[src/rtl/sysid_verifier.sv]
// rtl/sysid_verifier.sv - Avalon-MM read master that checks the system-ID slave against build-time values
//
// Reads the ID word (address 0) and the timestamp word (address 1) from the
// sysid slave. It compares each word against the expected value and reports
// pass, fail or waitrequest timeout. It can re-run the check on a start pulse
// or on a periodic timer.
//
// Ports
//   clock            in   system clock, rising edge
//   reset            in   synchronous active-high reset
//   start            in   one-cycle launch pulse, honoured in IDLE and DONE only
//   avm_address      out  0 = ID word, 1 = timestamp word
//   avm_read         out  read strobe, held until accepted
//   avm_waitrequest  in   slave stall
//   avm_readdata     in   read data, valid READ_LATENCY cycles after accept
//   id_value         out  last captured ID word
//   ts_value         out  last captured timestamp word
//   busy             out  check in progress
//   done             out  one-cycle completion pulse (pass, fail or timeout)
//   id_ok, ts_ok     out  sticky comparison results of the last completed check
//   timeout          out  sticky: last check aborted on waitrequest timeout

module sysid_verifier #(
  parameter logic [31:0] EXPECTED_ID    = 32'h0000_0000,
  parameter logic [31:0] EXPECTED_TS    = 32'h5242_482E,
  parameter int unsigned READ_LATENCY   = 0,
  parameter int unsigned TIMEOUT_CYCLES = 255,
  parameter int unsigned RECHECK_CYCLES = 0,
  parameter bit          AUTO_START     = 1'b1
) (
  input  logic        clock,
  input  logic        reset,
  input  logic        start,
  output logic        avm_address,
  output logic        avm_read,
  input  logic        avm_waitrequest,
  input  logic [31:0] avm_readdata,
  output logic [31:0] id_value,
  output logic [31:0] ts_value,
  output logic        busy,
  output logic        done,
  output logic        id_ok,
  output logic        ts_ok,
  output logic        timeout
);

  typedef enum logic [2:0] {
    S_IDLE   = 3'd0,
    S_RD_ID  = 3'd1,
    S_LAT_ID = 3'd2,
    S_RD_TS  = 3'd3,
    S_LAT_TS = 3'd4,
    S_CHECK  = 3'd5,
    S_DONE   = 3'd6
  } state_t;

  localparam logic [31:0] TO_LAST = 32'(TIMEOUT_CYCLES - 1);
  localparam logic [31:0] RC_LAST = 32'(RECHECK_CYCLES - 1);
  localparam logic [1:0]  LAT_LAST = 2'(READ_LATENCY - 1);
  localparam bit          TO_EN    = (TIMEOUT_CYCLES != 0);
  localparam bit          RC_EN    = (RECHECK_CYCLES != 0);
  localparam bit          NO_LAT   = (READ_LATENCY == 0);

  state_t      state_q, state_d;
  logic        first_q, first_d;
  logic [31:0] stall_q, stall_d;
  logic [1:0]  lat_q, lat_d;
  logic [31:0] rchk_q, rchk_d;
  logic [31:0] id_q, id_d;
  logic [31:0] ts_q, ts_d;
  logic        id_ok_q, id_ok_d;
  logic        ts_ok_q, ts_ok_d;
  logic        to_q, to_d;

  logic accept;
  logic stall_hit;
  logic rchk_hit;
  logic cap_id, cap_ts, chk, to_evt;

  assign avm_read    = (state_q == S_RD_ID) || (state_q == S_RD_TS);
  assign avm_address = (state_q == S_RD_TS);
  assign accept      = avm_read && !avm_waitrequest;

  // Fires on the TIMEOUT_CYCLES-th consecutive stalled cycle of a read.
  assign stall_hit = TO_EN && avm_read && avm_waitrequest && (stall_q == TO_LAST);
  // Fires on the RECHECK_CYCLES-th cycle spent in DONE.
  assign rchk_hit  = RC_EN && (state_q == S_DONE) && (rchk_q == RC_LAST);

  always_comb begin
    state_d = state_q;
    cap_id  = 1'b0;
    cap_ts  = 1'b0;
    chk     = 1'b0;
    to_evt  = 1'b0;
    case (state_q)
      S_IDLE: begin
        if (start || first_q) state_d = S_RD_ID;
      end
      S_RD_ID: begin
        if (stall_hit) begin
          to_evt  = 1'b1;
          state_d = S_DONE;
        end else if (accept) begin
          if (NO_LAT) begin
            cap_id  = 1'b1;
            state_d = S_RD_TS;
          end else begin
            state_d = S_LAT_ID;
          end
        end
      end
      S_LAT_ID: begin
        if (lat_q == LAT_LAST) begin
          cap_id  = 1'b1;
          state_d = S_RD_TS;
        end
      end
      S_RD_TS: begin
        if (stall_hit) begin
          to_evt  = 1'b1;
          state_d = S_DONE;
        end else if (accept) begin
          if (NO_LAT) begin
            cap_ts  = 1'b1;
            state_d = S_CHECK;
          end else begin
            state_d = S_LAT_TS;
          end
        end
      end
      S_LAT_TS: begin
        if (lat_q == LAT_LAST) begin
          cap_ts  = 1'b1;
          state_d = S_CHECK;
        end
      end
      S_CHECK: begin
        chk     = 1'b1;
        state_d = S_DONE;
      end
      S_DONE: begin
        // A simultaneous start and timer expiry collapse into one re-run.
        if (start || rchk_hit) state_d = S_RD_ID;
      end
      default: state_d = S_IDLE;
    endcase
  end

  always_comb begin
    // Auto-start only applies to the single cycle following reset.
    first_d = 1'b0;

    // The stall and latency counters restart on every state change, so each
    // read gets a fresh stall budget even when RD_ID hands straight to RD_TS.
    if (state_d != state_q) begin
      stall_d = '0;
    end else if (avm_read && avm_waitrequest) begin
      stall_d = stall_q + 32'd1;
    end else begin
      stall_d = stall_q;
    end

    if (state_d != state_q) begin
      lat_d = '0;
    end else if ((state_q == S_LAT_ID) || (state_q == S_LAT_TS)) begin
      lat_d = lat_q + 2'd1;
    end else begin
      lat_d = lat_q;
    end

    if ((state_q == S_DONE) && (state_d == S_DONE)) begin
      rchk_d = rchk_q + 32'd1;
    end else begin
      rchk_d = '0;
    end

    id_d = cap_id ? avm_readdata : id_q;
    ts_d = cap_ts ? avm_readdata : ts_q;

    id_ok_d = id_ok_q;
    ts_ok_d = ts_ok_q;
    to_d    = to_q;
    if (chk) begin
      id_ok_d = (id_q == EXPECTED_ID);
      ts_ok_d = (ts_q == EXPECTED_TS);
      to_d    = 1'b0;
    end else if (to_evt) begin
      id_ok_d = 1'b0;
      ts_ok_d = 1'b0;
      to_d    = 1'b1;
    end
  end

  always_ff @(posedge clock) begin
    if (reset) begin
      state_q <= S_IDLE;
      first_q <= AUTO_START;
      stall_q <= '0;
      lat_q   <= '0;
      rchk_q  <= '0;
      id_q    <= '0;
      ts_q    <= '0;
      id_ok_q <= 1'b0;
      ts_ok_q <= 1'b0;
      to_q    <= 1'b0;
    end else begin
      state_q <= state_d;
      first_q <= first_d;
      stall_q <= stall_d;
      lat_q   <= lat_d;
      rchk_q  <= rchk_d;
      id_q    <= id_d;
      ts_q    <= ts_d;
      id_ok_q <= id_ok_d;
      ts_ok_q <= ts_ok_d;
      to_q    <= to_d;
    end
  end

  assign busy     = (state_q != S_IDLE) && (state_q != S_DONE);
  assign done     = chk || to_evt;
  assign id_value = id_q;
  assign ts_value = ts_q;
  assign id_ok    = id_ok_q;
  assign ts_ok    = ts_ok_q;
  assign timeout  = to_q;

endmodule

[config.mk]
export PLATFORM = sky130hd
export DESIGN_NAME = sysid_verifier
export DESIGN_NICKNAME = d
export VERILOG_FILES = /design/src/rtl/sysid_verifier.sv
export SDC_FILE = /design/constraint.sdc
export NUM_CORES = 1
export LEC_CHECK = 0
export ABC_AREA = 1
export ABC_CLOCK_PERIOD_IN_PS = 2200
export BUFFER_PORTS_ARGS = -buffer_cell sky130_fd_sc_hd__buf_2
export CAP_MARGIN = 0
export CORE_UTILIZATION = 54
export DETAILED_ROUTE_END_ITERATION = 8
export GPL_TIMING_DRIVEN = 0
export HOLD_SLACK_MARGIN = 0.05
export PLACE_DENSITY = 0.8
export SYNTH_ARGS = -nofsm -noshare
export SYNTH_HDL_FRONTEND = slang
export SYNTH_SLANG_ARGS = --single-unit
[constraint.sdc]
create_clock -name clock -period 2.2 [get_ports clock]
set_input_delay 0.11 -clock clock [delete_from_list [all_inputs] [get_ports clock]]
set_output_delay 0.11 -clock clock [all_outputs]
set_load 0.01 [all_outputs]
==> results of run 1 <==
## through the flow
stage,hold WS [ps],cells,cell area [sq um],utilization [%]
after global placement,235,908,5490,63.3
final,139,957,6020,69.4
after global routing,175,957,6020,69.4
after floorplan,138,694,4820,-
after CTS,142,957,6020,69.3
after detailed placement,240,908,5490,63.3
## layer usage
metal	global-route usage (%)	vias up	wire length, microns
met4	11.2	0	424
met1	31.7	2350	5350
met2	51.5	169	6700
li1	-	2505	-
met3	8.84	41	837
met5	0	-	0
## final cells by class
type / instances / area (sq um) / area share [%]
Buffer: 26 / 113 / 1.87
Clock buffer: 10 / 128 / 2.12
Clock inverter: 6 / 70.1 / 1.16
Inverter: 66 / 248 / 4.11
Multi-Input combinational cell: 497 / 2370 / 39.3
Sequential cell: 105 / 2100 / 34.9
Tap cell: 108 / 135 / 2.24
Timing Repair Buffer: 139 / 861 / 14.3
## synthesized netlist by cell type
library cell / count / area [sq um]
a211oi_1: 19 / 143
a21boi_0: 3 / 22.5
a21oi_1: 50 / 250
and2_0: 3 / 18.8
and3_1: 1 / 6.26
buf_1: 1 / 3.75
buf_2: 5 / 25.0
buf_6: 1 / 11.3
clkbuf_1: 19 / 71.3
clkinv_1: 1 / 3.75
dfxtp_1: 105 / 2100
ha_1: 3 / 37.5
inv_1: 63 / 236
inv_2: 2 / 7.51
mux2_2: 1 / 11.3
mux2i_1: 4 / 40.0
nand2_1: 200 / 751
nand2_2: 2 / 12.5
nand3_1: 23 / 115
nand4_1: 14 / 87.6
nand4_2: 1 / 12.5
nor2_1: 120 / 450
nor2_2: 2 / 12.5
nor2_4: 3 / 33.8
nor2_8: 1 / 20.0
nor3_1: 6 / 30.0
nor3b_1: 2 / 15.0
nor4_1: 12 / 75.1
o211ai_1: 1 / 7.51
o21ai_0: 4 / 20.0
o21bai_1: 1 / 7.51
xnor2_1: 6 / 52.6
xor2_1: 15 / 131
## critical path, cell delays in order, from the launching register on
cell	delay [ps]
dfxtp_1	310
buf_2	180
nor2_8	160
nand2_2	90
inv_2	140
nand3_1	180
nor2_2	160
inv_1	110
nand2_1	70
buf_2	140
## logic make-up (layout without fill, tap and decap cells)
family,Yosys count,after routing,share of synthesized area (%)
compound gates,78,78,9.34
xor+xnor,21,21,3.81
fa+ha+maj,3,3,0.778
buf+inv,92,247,7.44
flops,105,105,43.6
mux,5,5,1.06
simple gates,390,390,34.0
## state kept, by name (all words and copies together) (netlist names)
signal and flops:
state_q 3, ts_value 32, stall_q 32, timeout 1, ts_ok 1, lat_q 2
first_q 1, id_ok 1, id_value 32
## what timing repair did
action,CTS,global route
hold buffers,33,0
endpoints found under the hold margin,64,0
resized for setup,0,4
endpoints found under the setup margin,0,2
## final timing paths
path,slack [ps],cells after the start,end
setup / recovery,160,9,done
hold / removal,140,5,state_q[0]
setup reg to reg,190,8,id_value[22]
hold reg to reg,490,2,id_value[27]
## power by group
part           internal (mW)  switching (mW)  leakage (nW)
clock network          0.452           0.741        0.0993
registers               1.96          0.0440         0.850
logic                  0.200           0.303          1.51
total                   2.61            1.09          2.46
==> run_results.csv, run 1 <==
group,metric,value,unit
run_status,outcome,"finished clean",
power,static-leakage-power,2.46,nW
finish,mostFrequentLayoutCell,"nand2_1",
drt,drc_errors,0,
drt,vias,5065,
drt,wl_per_cell,13.9,microns
setup_path,cp_max_fo,9,
placement,dp_slack,241,ps
synth,synth-seq-cells,105,
placement,gp_routability_congestion,0.884,
sta,fmax,491,MHz
placement,dp_hpwl,9.56,mm
sta,slew_headroom,65.7,%
floorplan,die_area,9320,sq um
floorplan,start_util,55.6,%
sta,finalHoldViolCount,0,
placement,port_buffers,106,
global_routing,grt_pass1_wl,20.9,mm
sta,drv_slew,0,
global_routing,globalRouteOverflowTotal,0,
floorplan,fp.dieW,96.5,microns
sta,finalCriticalPeriod,2040,ps
synth,ys_seq_area_share,43.6,%
power,ir_worst_vdd,0.000457,V
drt,drt_iter0_markers,211,
setup_path,arrival,1930,ps
finish,drive_above_1_share,16.7,%
setup_path,required,2090,ps
clock_tree,clock-root-buffer,"clkbuf_8",
sta,final.setup.tns,0,ps
synth,syn-cell-area,4820,sq um
worst_hold_path,hp-start,"start",
finish,n_antenna_cell,0,
clock_tree,cts_tree,"done",
finish,nets,883,
clock_tree,worstSkewPairLatency,380,ps
synth,ys_warn_count,0,
setup_path,end_kind,"output pin",
floorplan,core-area,8680,sq um
floorplan,die_h,96.5,microns
sta,clock_skew,13.6,ps
clock_tree,clock-sinks,105,
floorplan,core.rowCount,34,
setup_path,criticalPathCategory,"reg -> out",
drt,ant_nets,0,
finish,areaGrowthSynthToFinish,24.8,%
setup_path,r2r_start,"state_q[2]",
clock_tree,numCtsBuffers,9,
sta,rsz0062_at_grt,"false",
worst_hold_path,hp-class,"in -> reg",
clock_tree,max-clock-path-buffers,2,
power,p_per_area,614,nW/um^2
sta,layout_setup_ws,162,ps
drt,wl,13.3,mm
synth,synthesis.nets,733,
finish,fill_cells,746,
power,total_power,3.70,mW
drt,firstDrtPassIters,5,
sta,max_slew.worst_pin.slew,515,ps
finish,final_cell_mix,"200 x nand2_1, 119 x nor2_1, 111 x buf_2, 104 x dfxtp_1, 63 x inv_1",
clock_tree,cts_setup_buffers,0,
setup_path,crit_start,"state_q[2]",
flow_run,drv_cap,0,
floorplan,io_pins,107,
synth,avgSynthCellArea,6.95,sq um
global_routing,globalRouteTotalUtil,28.8,%
setup_path,critPathLaunchType,"register",
clock_tree,path_clk_slew,100,ps
drt,vias_per_cell,5.29,
sta,period_share,92.7,%
synth,yosysUniqueCellTypes,33,
synth,synthCells,694,
global_routing,antenna_found_initial,0,
global_routing,grt_pass1_vias,4703,
global_routing,grt_max_degree,21,
sta,setup_violations,0,
clock_tree,htreeDepth,3,
Note: power is estimated with default switching activity, not from simulation.
==> run 2: changes to the inputs <==
--- a/config.mk
+++ b/config.mk
@@ -14,6 +14,7 @@
 export GPL_TIMING_DRIVEN = 0
 export HOLD_SLACK_MARGIN = 0.05
 export PLACE_DENSITY = 0.8
+export SETUP_SLACK_MARGIN = 0.3
 export SYNTH_ARGS = -nofsm -noshare
 export SYNTH_HDL_FRONTEND = slang
 export SYNTH_SLANG_ARGS = --single-unit
==> run 2 against run 1 <==
  * Register-to-register slack better by 190 ps
  * Fmax rose by 10%
  * Sequential power is essentially flat
  * Highest routed layer unchanged
  * First-iteration DRC count grew 12%
  * Die area unchanged
  * Combinational power increased by 5.2%
  * Sequential share of layout area shrank 0.46 points
  * Critical path type unchanged
  * Setup slack gained 190 ps
  * Clock skew up 1.3 ps
  * Sequential cell count stayed put
  * Power is 0.88% higher
==> run_results.csv, run 2 (synthesis gave the netlist of run 1 again) <==
group,metric,value,unit
global_routing,met1_usage,31.7,%
sta,finalCriticalPeriod,1850,ps
clock_tree,worstSkewPairLatency,380,ps
global_routing,globalRouteOverflowTotal,0,
floorplan,die_area,9320,sq um
global_routing,antenna_found_initial,0,
drt,vias,5109,
setup_path,arrival,1740,ps
drt,vias_per_cell,5.33,
setup_path,critPathLaunchType,"register",
sta,period_share,84.1,%
global_routing,use_met3,8.76,%
setup_path,crit_buf_inv,2,
flow_run,drv_cap,0,
sta,finalHoldViolCount,0,
floorplan,start_util,55.6,%
power,static-leakage-power,2.51,nW
finish,final_area,6120,sq um
finish,mostFrequentLayoutCell,"nand2_1",
placement,dp_hpwl,9.56,mm
global_routing,met2_usage,51.8,%
global_routing,grt_pass1_vias,4720,
global_routing,grt_pass1_wl,20.9,mm
global_routing,busiest_layer,"met2",
setup_path,cp.depth,8,
finish,n_antenna_cell,0,
power,p_sw,1.10,mW
setup_path,r2r-end,"stall_q[31]",
worst_hold_path,hp-start,"start",
floorplan,core-area,8680,sq um
sta,layout_setup_ws,349,ps
setup_path,ff2ff_setup_slack,380,ps
placement,dp_cells,908,
finish,nets,885,
sta,slew_headroom,66.9,%
global_routing,globalRouteTotalUtil,28.9,%
power,ir_worst_vdd,0.000457,V
setup_path,slowest_stage,"dfxtp_1",
floorplan,io_pins,107,
power,p_seq_share,53.7,%
worst_hold_path,hold_end,"state_q[0]",
sta,fmax,540,MHz
power,total_power,3.73,mW
sta,rsz0062_at_grt,"true",
finish,fin_util,70.5,%
run_status,outcome,"finished clean",
placement,port_buffers,106,
power,power_switching_share,29.6,%
finish,final_cell_mix,"198 x nand2_1, 116 x nor2_1, 107 x buf_2, 103 x dfxtp_1, 63 x inv_1",
setup_path,required,2090,ps
drt,ant_nets,0,
drt,wl_per_cell,14.0,microns
setup_path,cp_top_family,"simple AND/OR/NAND/NOR gates",
setup_path,r2r_start,"state_q[1]",
setup_path,cp_cell_sequence,"ha_1 > nand2_1 > nor2_1 > nand3_2 > nor2_4 > inv_1 > nand2_1 > buf_2",
worst_hold_path,min_path_cells,5,
clock_tree,htreeDepth,3,
power,clkPwrFrac,32.2,%
power,internal-power,2.63,mW
placement,placed_cell_area,5490,sq um
power,p_per_area,610,nW/um^2
setup_path,critical_path.max_stage_delay,440,ps
setup_path,cp_common_cell,"nand2_1",
setup_path,cp_max_fo,5,
floorplan,core.rowCount,34,
finish,areaGrowthSynthToFinish,26.9,%
clock_tree,max-clock-path-buffers,2,
floorplan,die_h,96.5,microns
sta,whs,166,ps
global_routing,grt_max_degree,21,
finish,final_cell_count_no_fill,959,
sta,clock_skew,14.9,ps
clock_tree,numCtsBuffers,9,
sta,final.setup.tns,0,ps
clock_tree,clock-root-buffer,"clkbuf_8",
drt,drc_errors,0,
drt,firstDrtPassIters,5,
placement,dp_slack,241,ps
drt,wl,13.4,mm
setup_path,end_kind,"output pin",
sta,setup_violations,0,
clock_tree,clock-sinks,105,
worst_hold_path,hp-class,"in -> reg",
clock_tree,path_clk_slew,100,ps
sta,max_slew.worst_pin.slew,493,ps
drt,drt_iter0_markers,237,
clock_tree,cts_tree,"done",
power,comb_power_share,14.1,%
finish,drive_above_1_share,19.2,%
floorplan,fp.dieW,96.5,microns
placement,gp_routability_congestion,0.884,
setup_path,worst_r2r_path_depth,8,
setup_path,criticalPathCategory,"reg -> out",
sta,drv_slew,0,
## run 2: cell types whose count changed in the layout (fill, tap and decap cells not counted), moves of 3 or more
cell,before,now
clkbuf_1,19,10
buf_4,0,6
nor2_1,119,116
buf_2,111,107
clkbuf_2,1,9
## run 2: area by class of cell
class	instances	area, sq um
fillers	739	2560
repair buffers	141	876
clock buffers	10	128
multi-input cells	497	2420
flip-flops and latches	105	2110
well taps	108	135
inverters	66	250
clock inverters	6	70.1
plain buffers	26	136
## run 2: worst max path at each step
stage               startpoint     endpoint  slack, ps
floorplan           state_q[0]  stall_q[25]        590
global placement    state_q[0]  stall_q[20]        300
detailed placement  state_q[0]   stall_q[9]        240
CTS                 state_q[2]         done        250
global route        state_q[1]   stall_q[3]        210
finish              stall_q[1]         done        350
## run 2: worst register-to-register path, delay by kind of cell, from the launching register on
kind,cells,cell delay [ps]
flip-flops,1,310
AO/OA/AOI/OAI,1,140
AND/OR/NAND/NOR,4,740
buffers and inverters,3,570
## run 2: routing by layer
layer  share of wire, %  wire length (microns)  up-vias
met5                  0                      0        -
met4                2.9                    396        0
met3                6.5                    875       37
met2                 51                   6790      179
met1                 40                   5380     2376
li1                   -                      -     2517
## run 2: timing repair
item / CTS / global route
pin swaps: 0 / 2
setup endpoints to repair: 36 / 95
hold buffers: 33 / 0
setup buffers: 0 / 2
resized for setup: 6 / 41
endpoints found under the hold margin: 64 / 0
## run 2: power by group through the flow
stage / clock network (mW) / logic, mW / registers (mW)
4_1_cts: 1.20 / 0.494 / 2.00
3_5_place_dp: 0 / 0.446 / 2.04
3_3_place_gp: 0 / 0.435 / 2.04
6_report: 1.20 / 0.528 / 2.00
5_1_grt: 1.27 / 0.575 / 2.01
2_1_floorplan: 0 / 0.244 / 2.06
